## config.mk

```make
export PLATFORM = sky130hd
export DESIGN_NAME = tdm_demux4_flat
export DESIGN_NICKNAME = d
export VERILOG_FILES = /design/src/rtl/tdm_demux4_if.sv /design/src/rtl/tdm_demux4.sv /design/src/flat_wrapper.sv
export SDC_FILE = /design/constraint.sdc
export NUM_CORES = 1
export LEC_CHECK = 0
export ABC_AREA = 0
export CAP_MARGIN = 20
export CORE_MARGIN = 1
export CORE_UTILIZATION = 25
export DETAILED_ROUTE_END_ITERATION = 12
export GPL_TIMING_DRIVEN = 0
export HOLD_SLACK_MARGIN = 0.06
export REMOVE_ABC_BUFFERS = 1
export SYNTH_ARGS = -nofsm -noshare
export SYNTH_HDL_FRONTEND = slang
export SYNTH_SLANG_ARGS = --single-unit
```

## constraint.sdc

```tcl
create_clock -name clk -period 1.3 [get_ports clk]
set_input_delay 0.26 -clock clk [delete_from_list [all_inputs] [get_ports clk]]
set_output_delay 0.26 -clock clk [all_outputs]
set_load 0.02 [all_outputs]
```

## src/rtl/tdm_demux4_if.sv

```systemverilog
// Bus bundle for the 4-channel TDM receiver: serial sample side plus the
// reconstructed parallel frame and link status.
interface tdm_demux4_if #(
  parameter int WIDTH = 1
);

  logic                   in_valid;
  logic [WIDTH-1:0]       in_data;
  logic                   frame_start;
  logic [4*WIDTH-1:0]     out_data;
  logic                   out_valid;
  logic [1:0]             slot;
  logic                   locked;
  logic                   sync_err;

  modport master (
    output in_valid,
    output in_data,
    output frame_start,
    input  out_data,
    input  out_valid,
    input  slot,
    input  locked,
    input  sync_err
  );

  modport slave (
    input  in_valid,
    input  in_data,
    input  frame_start,
    output out_data,
    output out_valid,
    output slot,
    output locked,
    output sync_err
  );

endinterface

```

## src/rtl/tdm_demux4.sv

```systemverilog
// Receive end of a 4-slot TDM link: locks onto the frame marker, collects
// slots 0..2 in shadow registers and publishes all four channels at once.
module tdm_demux4 #(
  parameter int WIDTH = 1
) (
  input  logic         clk,
  input  logic         rst_n,
  tdm_demux4_if.slave  bus
);

  localparam logic [0:0] ST_IDLE = 1'b0;
  localparam logic [0:0] ST_RUN  = 1'b1;

  logic [0:0]         r_state;
  logic [1:0]         r_slot;
  logic [WIDTH-1:0]   r_ch0;
  logic [WIDTH-1:0]   r_ch1;
  logic [WIDTH-1:0]   r_ch2;
  logic [4*WIDTH-1:0] r_out_data;
  logic               r_out_valid;
  logic               r_sync_err;

  logic               w_accept;
  logic               w_marker;

  assign w_accept = bus.in_valid;
  assign w_marker = bus.in_valid & bus.frame_start;

  // A marker always restarts collection at slot 0; it only counts as an error
  // when it arrives before the current frame was complete.
  always_ff @(posedge clk or negedge rst_n) begin
    if (!rst_n) begin
      r_state     <= ST_IDLE;
      r_slot      <= 2'd0;
      r_ch0       <= '0;
      r_ch1       <= '0;
      r_ch2       <= '0;
      r_out_data  <= '0;
      r_out_valid <= 1'b0;
      r_sync_err  <= 1'b0;
    end else begin
      r_out_valid <= 1'b0;
      r_sync_err  <= 1'b0;
      if (w_accept) begin
        case (r_state)
          ST_IDLE: begin
            if (w_marker) begin
              r_ch0   <= bus.in_data;
              r_slot  <= 2'd1;
              r_state <= ST_RUN;
            end
          end
          ST_RUN: begin
            if (w_marker) begin
              r_ch0      <= bus.in_data;
              r_slot     <= 2'd1;
              r_sync_err <= (r_slot != 2'd0);
            end else begin
              case (r_slot)
                2'd0: begin
                  r_sync_err <= 1'b1;
                  r_slot     <= 2'd0;
                  r_state    <= ST_IDLE;
                end
                2'd1: begin
                  r_ch1  <= bus.in_data;
                  r_slot <= 2'd2;
                end
                2'd2: begin
                  r_ch2  <= bus.in_data;
                  r_slot <= 2'd3;
                end
                default: begin
                  r_out_data  <= {bus.in_data, r_ch2, r_ch1, r_ch0};
                  r_out_valid <= 1'b1;
                  r_slot      <= 2'd0;
                end
              endcase
            end
          end
          default: begin
            r_state <= ST_IDLE;
            r_slot  <= 2'd0;
          end
        endcase
      end
    end
  end

  assign bus.out_data  = r_out_data;
  assign bus.out_valid = r_out_valid;
  assign bus.slot      = r_slot;
  assign bus.locked    = (r_state == ST_RUN);
  assign bus.sync_err  = r_sync_err;

endmodule
```

## src/flat_wrapper.sv

```systemverilog
// flat-port wrapper written by rule: the top's interface ports become plain ports
module tdm_demux4_flat 
#(
  parameter int WIDTH = 1
)
  (clk, rst_n, bus_in_valid, bus_in_data, bus_frame_start, bus_out_data, bus_out_valid, bus_slot, bus_locked, bus_sync_err);
  tdm_demux4_if #(.WIDTH(WIDTH)) bus_i ();
  input  logic clk;
  input  logic rst_n;
  input wire logic [$bits(bus_i.in_valid)-1:0] bus_in_valid;
  input wire logic [$bits(bus_i.in_data)-1:0] bus_in_data;
  input wire logic [$bits(bus_i.frame_start)-1:0] bus_frame_start;
  output wire logic [$bits(bus_i.out_data)-1:0] bus_out_data;
  output wire logic [$bits(bus_i.out_valid)-1:0] bus_out_valid;
  output wire logic [$bits(bus_i.slot)-1:0] bus_slot;
  output wire logic [$bits(bus_i.locked)-1:0] bus_locked;
  output wire logic [$bits(bus_i.sync_err)-1:0] bus_sync_err;
  assign bus_i.in_valid = bus_in_valid;
  assign bus_i.in_data = bus_in_data;
  assign bus_i.frame_start = bus_frame_start;
  assign bus_out_data = bus_i.out_data;
  assign bus_out_valid = bus_i.out_valid;
  assign bus_slot = bus_i.slot;
  assign bus_locked = bus_i.locked;
  assign bus_sync_err = bus_i.sync_err;
  tdm_demux4 #(.WIDTH(WIDTH)) u_core (.clk(clk), .rst_n(rst_n), .bus(bus_i));
endmodule
```

==> load_flow_metrics.sql, run 1 <==
INSERT INTO impl_metrics (metric_group, metric, value, unit) VALUES
('critical_path', 'cp_max_fo', '5', ''),
('timing', 'fin_skew', '0.00824', 'ns'),
('clocking', 'cts.clk_slew.worst_paths', '0.07', 'ns'),
('power_and_ir_drop', 'power.static_leakage', '0.000372', 'uW'),
('floorplanning', 'num_rows', '17', ''),
('global_routing', 'grt_pass1_wl', '1710', 'um'),
('critical_path', 'path_class', 'reg2reg', ''),
('final_layout', 'final.fill_count', '239', ''),
('clocking', 'cts_max_path_buffers', '2', ''),
('power_and_ir_drop', 'comb_power_share', '42.4', '%'),
('final_layout', 'num-nets-final', '72', ''),
('global_routing', 'grt_overflow_total', '0', ''),
('synth', 'synth_top_area_share', '51.6', '%'),
('clocking', 'cts-htree-levels', '1', ''),
('synth', 'synth.yosys.warnings', '0', ''),
('outcome', 'result_of_the_run', 'finished clean', ''),
('timing', 'rsz0062_at_grt', 'yes', ''),
('final_layout', 'drive_above_1_share', '33.3', '%'),
('synth', 'synth_edf_count', '0', ''),
('global_routing', 'initial_antenna_violation_count', '0', ''),
('placed_design', 'dpl.hpwl', '742', 'um'),
('clocking', 'cts_tree', 'done', ''),
('synth', 'synth_top_area_cell', 'sky130_fd_sc_hd__dfrtp_1', ''),
('floorplanning', 'dieArea', '2520', 'sq um'),
('drt', 'dr_total_vias', '393', ''),
('timing', 'timing.fmax', '800', 'MHz'),
('drt', 'total_routed_length', '1010', 'um'),
('placed_design', 'numPortBuffers', '13', ''),
('global_routing', 'grt_max_degree', '13', ''),
('timing', 'report.final.setup_viol', '0', ''),
('critical_path', 'worstSetupEndpointType', 'register', ''),
('placed_design', 'final_replace_weighted_congestion', '0.669', ''),
('power_and_ir_drop', 'fin_total_pwr', '1510', 'uW'),
('power_and_ir_drop', 'switching_share', '37.3', '%'),
('synth', 'post_synth_main_area_contributors', 'sky130_fd_sc_hd__dfrtp_1 (52%), sky130_fd_sc_hd__mux2_2 (12%), sky130_fd_sc_hd__ha_1 (11%)', ''),
('global_routing', 'grt_pass1_vias', '387', ''),
('final_layout', 'layout.cells.most_common_list', 'sky130_fd_sc_hd__dfrtp_1 (10), sky130_fd_sc_hd__dlygate4sd2_1 (8), sky130_fd_sc_hd__mux2_2 (6)', ''),
('power_and_ir_drop', 'clock_power_share', '14.3', '%'),
('clocking', 'cts-hold-fix-buffers', '0', ''),
('final_layout', 'multi_input_area', '258', 'sq um'),
('synth', 'post_synth_num_cell_types', '18', ''),
('flow_run', 'drv.max_cap_violation_count', '0', ''),
('global_routing', 'grt_use_total', '9.27', '%'),
('timing', 'slew_headroom', '64.2', '%'),
('drt', 'firstDrtPassIters', '4', ''),
('synth', 'postSynth.topFlopCell', 'sky130_fd_sc_hd__dfrtp_1', ''),
('synth', 'total_of_flip_flops_plus_latches_after_synthesis', '12', ''),
('clocking', 'worst_skew_pair.late_latency', '0.26', 'ns'),
('critical_path', 'critPathRequiredTime', '1.44', 'ns'),
('clocking', 'numClockSinks', '12', ''),
('power_and_ir_drop', 'pd_cells', '1990', 'nW/um^2'),
('synth', 'post_synth_inst_count', '44', ''),
('power_and_ir_drop', 'net_switching_power', '562', 'uW'),
('drt', 'antenna_violating_nets_post_route', '0', ''),
('synth', 'synth_async_sr_flop_share', '100', '%'),
('floorplanning', 'start_util', '26.3', '%'),
('drt', 'drt_drc_violations_left', '0', ''),
('power_and_ir_drop', 'power.internal', '944', 'uW'),
('synth', 'post_synth.cell_area_avg', '13.2', 'sq um'),
('final_layout', 'syn2layout_area_growth', '29.9', '%'),
('clocking', 'root_buffer', 'sky130_fd_sc_hd__clkbuf_4', ''),
('power_and_ir_drop', 'power_frac_seq', '43.3', '%'),
('final_layout', 'storage_cell_area', '303', 'sq um'),
('min_path', 'timing.hold.worst.class', 'in2async', ''),
('drt', 'detailed_route_wire_length_per_cell', '11.5', 'um'),
('clocking', 'tritoncts.num_buffers', '3', ''),
('timing', 'post-route-worst-setup-slack', '0.0504', 'ns'),
('placed_design', 'preCtsSetupSlack', '-0.348', 'ns'),
('power_and_ir_drop', 'power.ir.vdd_worst', '0.705', 'mV'),
('timing', 'timing_hold_violations_final', '0', ''),
('timing', 'tightestPinTransition', '0.536', 'ns');
registers in the layout, indices dropped and copies added, names as in the netlist:
name,cells
u_core.bus.out_data,4
u_core.bus.slot,2
u_core.bus.locked,1
u_core.bus.out_valid,1
u_core.bus.sync_err,1
u_core.r_ch0,1
u_core.r_ch1,1
u_core.r_ch2,1
metrics by stage:
stage / instance area, sq um / TNS, ns / cells / util (%)
detailed placement: 728 / -3.51 / 83 / 32.9
CTS: 746 / 0 / 87 / 33.7
global placement: 728 / -3.13 / 83 / 32.9
floorplan: 563 / -0.0806 / 42 / -
global route: 756 / -0.00756 / 88 / 34.2
finish: 756 / 0 / 88 / 34.2
power groups by stage:
stage	Combinational, uW	Sequential, uW	Clock (uW)
after floorplan	244	768	0
after global placement	652	653	0
after detailed placement	673	660	0
after CTS	620	649	225
after global routing	709	674	229
final	638	652	215
synthesized netlist by cell type, types with 2 or more instances:
library cell / n
sky130_fd_sc_hd__nor2_1: 2
sky130_fd_sc_hd__nor3_1: 2
sky130_fd_sc_hd__nand2_1: 2
sky130_fd_sc_hd__mux2_2: 6
sky130_fd_sc_hd__dfrtp_1: 12
sky130_fd_sc_hd__nand4b_1: 2
sky130_fd_sc_hd__inv_1: 3
sky130_fd_sc_hd__ha_1: 5
final timing paths:
kind | start | endpoint | slack [ns] | depth (start not counted)
min in group clk | u_core.bus.out_data[2]$_DFFE_PN0P_ | u_core.bus.out_data[2]$_DFFE_PN0P_ | 0.50 | 1
max in group asynchronous | rst_n | u_core.bus.slot[1]$_DFFE_PN0P_ | 0.57 | 1
worst min-delay path | rst_n | u_core.bus.out_valid$_DFF_PN0_ | 0.34 | 1
worst min register to register | u_core.bus.out_data[2]$_DFFE_PN0P_ | u_core.bus.out_data[2]$_DFFE_PN0P_ | 0.50 | 1
worst max register to register | u_core.bus.slot[1]$_DFFE_PN0P_ | u_core.bus.out_data[1]$_DFFE_PN0P_ | 0.05 | 3
worst max-delay path | u_core.bus.slot[1]$_DFFE_PN0P_ | u_core.bus.out_data[1]$_DFFE_PN0P_ | 0.05 | 3
per-layer routing:
layer  part of all wire (%)  global-route usage [%]
met4                   0.79                    4.29
met5                      0                       0
met2                     50                    15.1
met1                     42                    10.5
met3                    7.1                    3.64
logic make-up (layout without fill, tap and decap cells):
group                      Yosys count  count (layout)  synth area share (%)
muxes                                7               7                  13.5
buffers and inverters                5              21                  5.16
adders and majority gates            5               5                  10.8
DFF                                 12              12                  51.6
and+or+nand+nor                     12              12                  15.5
AOI/OAI and AO/OA                    3               3                  3.44
repair_timing:
action                                 4_1_cts  5_1_grt
resized for setup                           18        5
setup buffers                                1        1
endpoints found under the hold margin        0        0
setup endpoints to repair                   17        7
area by class of cell:
class                           count  share of cell area [%]
Sequential cell                    12                    40.1
Multi-Input combinational cell     27                    34.1
Timing Repair Buffer               15                    16.7
Tap cell                           28                    4.64
Clock buffer                        3                    2.98
Inverter                            3                    1.49
critical path, cell delays in order, from the launching register on:
cell and delay, ns:
sky130_fd_sc_hd__dfrtp_2 0.44, sky130_fd_sc_hd__ha_1 0.22, sky130_fd_sc_hd__nand4b_4 0.12, sky130_fd_sc_hd__mux2_2 0.34
(Power assumes the default switching activity.)
==> inputs of run 2 (changes only) <==
--- a/config.mk
+++ b/config.mk
@@ -8,10 +8,11 @@
 export ABC_AREA = 0
 export CAP_MARGIN = 20
 export CORE_MARGIN = 1
-export CORE_UTILIZATION = 25
+export CORE_UTILIZATION = 41
 export DETAILED_ROUTE_END_ITERATION = 12
 export GPL_TIMING_DRIVEN = 0
 export HOLD_SLACK_MARGIN = 0.06
+export PLACE_DENSITY = 0.71
 export REMOVE_ABC_BUFFERS = 1
 export SYNTH_ARGS = -nofsm -noshare
 export SYNTH_HDL_FRONTEND = slang
==> constraint.sdc (replaced) <==
create_clock -name clk -period 1.05 [get_ports clk]
set_input_delay 0.21 -clock clk [delete_from_list [all_inputs] [get_ports clk]]
set_output_delay 0.21 -clock clk [all_outputs]
set_load 0.02 [all_outputs]
==> run 2 against run 1 <==
  * The flow now finishes with violations (setup timing)
  * Clock power increased by 27%
  * Register-to-register slack got worse by 0.22 ns
  * Fmax grew 2.5%
==> load_flow_metrics.sql, run 2 (synthesized netlist as in run 1, its figures left out) <==
INSERT INTO impl_metrics (metric_group, metric, value, unit) VALUES
('critical_path', 'critical_path.top_delay_family', 'flip-flops', ''),
('floorplanning', 'num_rows', '13', ''),
('global_routing', 'grt_overflow_total', '0', ''),
('critical_path', 'critical_path_buf_inv_count', '0', ''),
('timing', 'timing.fmax', '821', 'MHz'),
('timing', 'final.period_utilization', '116', '%'),
('min_path', 'timing.hold.worst.class', 'in2async', ''),
('clocking', 'cts_tree', 'done', ''),
('drt', 'firstDrtPassIters', '2', ''),
('floorplanning', 'dieArea', '1570', 'sq um'),
('timing', 'rsz0062_at_grt', 'yes', ''),
('drt', 'detailed_route_wire_length_per_cell', '13.1', 'um'),
('placed_design', 'final_replace_weighted_congestion', '0.655', ''),
('critical_path', 'timing.critical_path.cells', 'ha_2 > nand4b_4 > mux2_2', ''),
('placed_design', 'place_area', '712', 'sq um'),
('critical_path', 'cp_slowest_cell', 'sky130_fd_sc_hd__dfrtp_1', ''),
('timing', 'post-route-worst-setup-slack', '-0.169', 'ns'),
('floorplanning', 'floorplan.die.height', '39.7', 'um'),
('outcome', 'violations_in_the_final_reports', 'setup timing', ''),
('global_routing', 'grt_use_total', '17.2', '%'),
('final_layout', 'fin_area', '793', 'sq um'),
('power_and_ir_drop', 'power.ir.vdd_worst', '1.41', 'mV'),
('timing', 'tightestPinTransition', '0.558', 'ns'),
('floorplanning', 'start_util', '44.2', '%'),
('critical_path', 'cp_max_fo', '5', ''),
('placed_design', 'dp_cells', '70', ''),
('final_layout', 'drive_above_1_share', '54.5', '%'),
('final_layout', 'final_common_cell', 'sky130_fd_sc_hd__dfrtp_1', ''),
('placed_design', 'numPortBuffers', '13', ''),
('timing', 'period_minus_slack', '1.22', 'ns'),
('timing', 'finalMaxSlewViolations', '0', ''),
('placed_design', 'dpl.hpwl', '677', 'um'),
('final_layout', 'antenna_cells', '0', ''),
('clocking', 'cts-hold-fix-buffers', '0', ''),
('clocking', 'numClockSinks', '12', ''),
('critical_path', 'timing.critical_path.arrival', '1.37', 'ns'),
('drt', 'total_routed_length', '1060', 'um'),
('critical_path', 'path_class', 'reg2reg', ''),
('final_layout', 'num-nets-final', '78', ''),
('final_layout', 'layout.core_utilization', '60.2', '%'),
('global_routing', 'grt_max_degree', '13', ''),
('timing', 'fin_skew', '0.00302', 'ns'),
('critical_path', 'worst_setup_path_start_kind', 'register', ''),
('clocking', 'tritoncts.num_buffers', '3', ''),
('clocking', 'cts_max_path_buffers', '2', ''),
('critical_path', 'critical-path-max-stage-delay', '0.42', 'ns'),
('drt', 'antenna_violating_nets_post_route', '0', ''),
('clocking', 'root_buffer', 'sky130_fd_sc_hd__clkbuf_4', ''),
('flow_run', 'drv.max_cap_violation_count', '0', ''),
('timing', 'slew_headroom', '62.7', '%'),
('global_routing', 'grt_pass1_wl', '1690', 'um'),
('final_layout', 'syn2layout_area_growth', '36.3', '%'),
('power_and_ir_drop', 'power.static_leakage', '0.000391', 'uW'),
('critical_path', 'worstSetupEndpointType', 'register', ''),
('final_layout', 'final.fill_count', '116', ''),
('drt', 'drt_drc_violations_left', '0', ''),
('floorplanning', 'fp.coreArea', '1320', 'sq um'),
('timing', 'timing_hold_violations_final', '0', ''),
('clocking', 'cts.clk_slew.worst_paths', '0.07', 'ns'),
('final_layout', 'max_reg_flops', '4', ''),
('timing', 'hold_ws', '0.302', 'ns'),
('final_layout', 'layout.cells.most_common_list', 'sky130_fd_sc_hd__dfrtp_1 (10), sky130_fd_sc_hd__buf_4 (9), sky130_fd_sc_hd__mux2_2 (6)', ''),
('timing', 'report.final.setup_viol', '13', ''),
('global_routing', 'grt_pass1_vias', '405', ''),
('drt', 'drt_iter0_markers', '5', ''),
('outcome', 'result_of_the_run', 'finished with violations', ''),
('floorplanning', 'die_x', '39.7', 'um'),
('floorplanning', 'io_pins', '14', ''),
('power_and_ir_drop', 'pd_cells', '2640', 'nW/um^2'),
('clocking', 'cts-htree-levels', '1', ''),
('drt', 'dr_total_vias', '408', ''),
('final_layout', 'final-instance-count-excl-fill', '81', ''),
('clocking', 'worst_skew_pair.late_latency', '0.26', 'ns'),
('critical_path', 'critPathRequiredTime', '1.20', 'ns'),
('global_routing', 'initial_antenna_violation_count', '0', ''),
('drt', 'avgViaCountPerCell', '5.04', '');
==> run 2: through the flow <==
| step | TNS, ns | worst slack [ns] | power (uW) |
|---|---|---|---|
| 2_1_floorplan | -2.21 | -0.300 | 1250 |
| 3_3_place_gp | -6.36 | -0.518 | 1610 |
| 3_5_place_dp | -6.62 | -0.534 | 1640 |
| 4_1_cts | -1.62 | -0.188 | 2040 |
| 5_1_grt | -2.10 | -0.205 | 2260 |
| 6_report | -1.41 | -0.169 | 2090 |
==> run 2: layout make-up <==
type                            instances  area [sq um]  area share, %
Sequential cell                        12           303           38.2
Inverter                                3          11.3           1.42
Tap cell                               15          18.8           2.37
Timing Repair Buffer                   21           173           21.8
Clock buffer                            3          22.5           2.84
Multi-Input combinational cell         27           265           33.4
==> run 2: power breakdown <==
part	total [uW]	internal [uW]	leakage, uW	switching (uW)
registers	782	646	0.000147	136
clock network	272	132	0.0000138	140
logic	1040	563	0.000231	474
total	2090	1340	0.000391	749
==> run 2: path summary, 6_finish.rpt <==
check,cells past startpoint,startpoint,slack (ns),to
min,1,rst_n,0.30,u_core.bus.out_data[3]$_DFFE_PN0P_
max in group asynchronous,1,rst_n,0.35,u_core.bus.locked$_DFFE_PN0P_
min in group clk,3,bus_in_valid,0.50,u_core.bus.sync_err$_DFF_PN0_
min reg2reg,1,u_core.r_ch0$_DFFE_PN0P_,0.50,u_core.bus.out_data[0]$_DFFE_PN0P_
max,3,u_core.bus.slot[1]$_DFFE_PN0P_,-0.17,u_core.bus.out_data[3]$_DFFE_PN0P_
max reg2reg,3,u_core.bus.slot[1]$_DFFE_PN0P_,-0.17,u_core.bus.out_data[3]$_DFFE_PN0P_
==> run 2: per-layer routing <==
metal  vias to the layer above  track usage [%]  routed length, um
met5                         -                0                  0
met3                         0             5.11                 60
met2                        15             26.6                493
met1                       187             20.6                505
li1                        206                -                  -
met4                         0             10.3                  0
==> run 2: timing repair <==
action	CTS	global route
setup buffers	6	2
endpoints found under the setup margin	20	15
gates resized for setup	46	7
pin swaps	7	0
==> inputs of run 3 (changes only) <==
--- a/config.mk
+++ b/config.mk
@@ -5,7 +5,7 @@
 export SDC_FILE = /design/constraint.sdc
 export NUM_CORES = 1
 export LEC_CHECK = 0
-export ABC_AREA = 0
+export ABC_AREA = 1
 export CAP_MARGIN = 20
 export CORE_MARGIN = 1
 export CORE_UTILIZATION = 41
==> run 3 against run 2 <==
  * The flow still finishes with violations (setup timing)
  * Cell area rose by 9.1%
  * Count of clock-buffer cells in the layout rose by 1
  * Global-route usage rose by 1.1 points
  * Register-to-register slack improved by 0.14 ns
  * Clock power rose by 32%
  * Core utilization rose by 6.3 points
  * Via count rose by 19%
  * Sequential share of layout area fell by 3.1 points
  * First-iteration DRC count fell by 20%
  * Critical path depth fell by 2
  * Combinational power fell by 6%
  * Critical endpoint is now bus_slot[0]
==> load_flow_metrics.sql, run 3 <==
INSERT INTO impl_metrics (metric_group, metric, value, unit) VALUES
('outcome', 'result_of_the_run', 'finished with violations', ''),
('outcome', 'violations_in_the_final_reports', 'setup timing', ''),
('critical_path', 'r2r_end', 'u_core.bus.out_data[3]$_DFFE_PN0P_', ''),
('synth', 'synth-seq-area-share', '52.1', '%'),
('placed_design', 'dp_cells', '95', ''),
('floorplanning', 'io_pins', '14', ''),
('synth', 'synth-simple-area-share', '30.6', '%'),
('final_layout', 'final-instance-count-excl-fill', '103', ''),
('placed_design', 'final_replace_weighted_congestion', '0.770', ''),
('synth', 'synth_top_area_share', '52.1', '%'),
('critical_path', 'cp_max_fo', '5', ''),
('power_and_ir_drop', 'power.internal', '1290', 'uW'),
('power_and_ir_drop', 'clock_power_share', '16.8', '%'),
('synth', 'post_synth_num_cell_types', '10', ''),
('final_layout', 'antenna_cells', '0', ''),
('placed_design', 'place_area', '726', 'sq um'),
('critical_path', 'timing.critical_path.arrival', '0.90', 'ns'),
('critical_path', 'cp_slowest_cell', 'sky130_fd_sc_hd__dfrtp_2', ''),
('timing', 'report.final.setup_viol', '11', ''),
('timing', 'slew_headroom', '63.9', '%'),
('global_routing', 'grt_max_degree', '13', ''),
('clocking', 'root_buffer', 'sky130_fd_sc_hd__clkbuf_4', ''),
('synth', 'syn-cell-area', '577', 'sq um'),
('timing', 'hold_ws', '0.290', 'ns'),
('final_layout', 'final.fill_count', '114', ''),
('timing', 'finalMaxSlewViolations', '0', ''),
('floorplanning', 'die_x', '39.5', 'um'),
('critical_path', 'worst_setup_path_start_kind', 'register', ''),
('critical_path', 'worstSetupEndpointType', 'output port', ''),
('power_and_ir_drop', 'power.static_leakage', '0.000464', 'uW'),
('final_layout', 'fin_area', '866', 'sq um'),
('power_and_ir_drop', 'net_switching_power', '838', 'uW'),
('clocking', 'cts-hold-fix-buffers', '0', ''),
('placed_design', 'preCtsSetupSlack', '-0.436', 'ns'),
('power_and_ir_drop', 'pd_cells', '2460', 'nW/um^2'),
('synth', 'muxShareOfSynthArea', '0', '%'),
('min_path', 'timing.hold.worst.class', 'in2async', ''),
('final_layout', 'final_common_cell', 'sky130_fd_sc_hd__nand2_1', ''),
('floorplanning', 'num_rows', '13', ''),
('critical_path', 'timing.critical_path.cells', 'buf_6', ''),
('synth', 'fraction_of_synthesized_cell_area_in_xor_and_xnor_cells', '0', '%'),
('synth', 'combinational_family_with_the_most_area_after_synthesis', 'simple AND/OR/NAND/NOR gates', ''),
('final_layout', 'syn2layout_area_growth', '50.1', '%'),
('global_routing', 'initial_antenna_violation_count', '0', ''),
('final_layout', 'num-nets-final', '99', ''),
('synth', 'synth_async_sr_flop_share', '100', '%'),
('flow_run', 'drv.max_cap_violation_count', '0', ''),
('critical_path', 'critical_path.top_delay_family', 'flip-flops', ''),
('synth', 'postSynth.topFlopCell', 'sky130_fd_sc_hd__dfrtp_1', ''),
('critical_path', 'critical_path_buf_inv_count', '1', ''),
('clocking', 'tritoncts.num_buffers', '3', ''),
('floorplanning', 'fp.coreArea', '1300', 'sq um'),
('critical_path', 'worst-r2r-cell-count', '6', ''),
('global_routing', 'grt_use_total', '18.3', '%'),
('timing', 'tightestPinTransition', '0.539', 'ns'),
('power_and_ir_drop', 'power.ir.vdd_worst', '1.41', 'mV'),
('drt', 'drt_iter0_markers', '4', ''),
('floorplanning', 'start_util', '44.3', '%'),
('drt', 'firstDrtPassIters', '2', ''),
('synth', 'post_synth_fa_ha_maj_area_fraction', '10.8', '%'),
('synth', 'total_of_flip_flops_plus_latches_after_synthesis', '12', ''),
('timing', 'post-route-worst-setup-slack', '-0.0577', 'ns'),
('synth', 'synth_top_area_cell', 'sky130_fd_sc_hd__dfrtp_1', ''),
('synth', 'synth.yosys.warnings', '0', ''),
('drt', 'drt_drc_violations_left', '0', ''),
('synth', 'synth_edf_count', '0', ''),
('clocking', 'cts.clk_slew.worst_paths', '0.07', 'ns'),
('synth', 'synth.cells.most_frequent', 'sky130_fd_sc_hd__nand2_1 (25), sky130_fd_sc_hd__dfrtp_1 (12), sky130_fd_sc_hd__inv_1 (9), sky130_fd_sc_hd__nand3_1 (9), sky130_fd_sc_hd__ha_1 (5)', ''),
('critical_path', 'critPathRequiredTime', '0.84', 'ns'),
('power_and_ir_drop', 'switching_share', '39.3', '%'),
('synth', 'post_synth_inst_count', '67', ''),
('clocking', 'worst_skew_pair.late_latency', '0.27', 'ns'),
('placed_design', 'dpl.hpwl', '745', 'um'),
('timing', 'period_minus_slack', '1.11', 'ns'),
('placed_design', 'numPortBuffers', '13', ''),
('clocking', 'cts_tree', 'done', ''),
('final_layout', 'max_reg_flops', '4', ''),
('floorplanning', 'dieArea', '1560', 'sq um'),
('global_routing', 'grt_overflow_total', '0', ''),
('synth', 'fraction_of_the_mapped_netlist_area_in_compound_gates', '0', '%'),
('final_layout', 'layout.cells.most_common_list', 'sky130_fd_sc_hd__nand2_1 (21), sky130_fd_sc_hd__dfrtp_1 (9), sky130_fd_sc_hd__nand3_1 (6), sky130_fd_sc_hd__buf_6 (6)', ''),
('synth', 'post_synth.cell_area_avg', '8.61', 'sq um'),
('drt', 'detailed_route_wire_length_per_cell', '11.0', 'um'),
('critical_path', 'r2r-start', 'u_core.bus.slot[0]$_DFFE_PN0P_', ''),
('timing', 'timing_hold_violations_final', '0', ''),
('global_routing', 'grt_pass1_vias', '418', ''),
('synth', 'post_synth_main_area_contributors', 'sky130_fd_sc_hd__dfrtp_1 (52%), sky130_fd_sc_hd__nand2_1 (16%), sky130_fd_sc_hd__ha_1 (11%)', ''),
('final_layout', 'drive_above_1_share', '45.5', '%'),
('drt', 'dr_total_vias', '486', ''),
('timing', 'final.period_utilization', '105', '%'),
('timing', 'fin_skew', '0.00260', 'ns'),
('critical_path', 'critical-path-max-stage-delay', '0.47', 'ns'),
('critical_path', 'reg2reg_slack', '-0.03', 'ns'),
('critical_path', 'path_class', 'reg2out', ''),
('clocking', 'numClockSinks', '12', ''),
('drt', 'avgViaCountPerCell', '4.72', ''),
('power_and_ir_drop', 'power_frac_seq', '37.2', '%'),
('floorplanning', 'floorplan.die.height', '39.5', 'um'),
('synth', 'synthMostInstantiatedCell', 'sky130_fd_sc_hd__nand2_1', ''),
('global_routing', 'grt_pass1_wl', '1840', 'um'),
('power_and_ir_drop', 'comb_power_share', '46.0', '%'),
('timing', 'timing.fmax', '903', 'MHz'),
('clocking', 'cts-htree-levels', '1', ''),
('clocking', 'cts_max_path_buffers', '2', ''),
('drt', 'total_routed_length', '1130', 'um'),
('drt', 'antenna_violating_nets_post_route', '0', ''),
('timing', 'rsz0062_at_grt', 'yes', '');
==> run 3: metrics by stage <==
stage | utilization, % | setup TNS, ns | power (uW)
after floorplan | - | -0.706 | 1190
after global placement | 55.8 | -4.16 | 1520
after detailed placement | 55.8 | -4.42 | 1540
after CTS | 61.2 | -0.388 | 1960
after global routing | 66.5 | -0.973 | 2300
final | 66.5 | -0.312 | 2130
==> run 3: final cells by class <==
class | count | area, sq um | share of cell area, %
multi-input cells | 45 | 322 | 37.1
well taps | 15 | 18.8 | 2.17
clock buffers | 4 | 36.3 | 4.19
flip-flops and latches | 12 | 304 | 35.1
inverters | 10 | 40.0 | 4.62
repair buffers | 17 | 145 | 16.8
==> run 3: how the worst max path moves through the flow <==
stage / endpoint / startpoint / depth (start not counted) / slack (ns)
global route: u_core.bus.out_data[1]$_DFFE_PN0P_ / u_core.bus.slot[0]$_DFFE_PN0P_ / 6 / -0.10
floorplan: u_core.bus.sync_err$_DFF_PN0_ / u_core.bus.slot[0]$_DFFE_PN0P_ / 4 / -0.14
CTS: u_core.bus.out_data[0]$_DFFE_PN0P_ / u_core.bus.slot[1]$_DFFE_PN0P_ / 6 / -0.06
finish: bus_slot[0] / u_core.bus.slot[0]$_DFFE_PN0P_ / 1 / -0.06
detailed placement: u_core.bus.sync_err$_DFF_PN0_ / bus_frame_start / 4 / -0.44
global placement: u_core.bus.sync_err$_DFF_PN0_ / bus_frame_start / 4 / -0.41
==> run 3: what timing repair did <==
item                                    4_1_cts  5_1_grt
pin swaps                                     3        9
endpoints found under the setup margin       18       14
gates resized for setup                      57       15
setup buffers                                 2        2
==> run 3: power by group through the flow <==
stage / clock network, uW / registers, uW / logic [uW]
after floorplan: 0 / 886 / 304
after global placement: 0 / 758 / 759
after detailed placement: 0 / 762 / 773
after CTS: 367 / 774 / 816
after global routing: 403 / 813 / 1090
final: 358 / 792 / 981
==> run 3: cell families after synthesis <==
| kind of cell | after synthesis |
|---|---|
| fa+ha+maj | 5 |
| buf+inv | 10 |
| flops | 12 |
| simple gates | 40 |
==> run 3: per-layer routing <==
layer	global-route usage (%)	share of wire, %	vias up	routed length, um
li1	-	-	247	-
met1	23.0	45	221	504
met2	27.5	48	14	544
met3	5.11	5.6	4	63
met4	10.3	1.8	0	20
met5	0	0	-	0
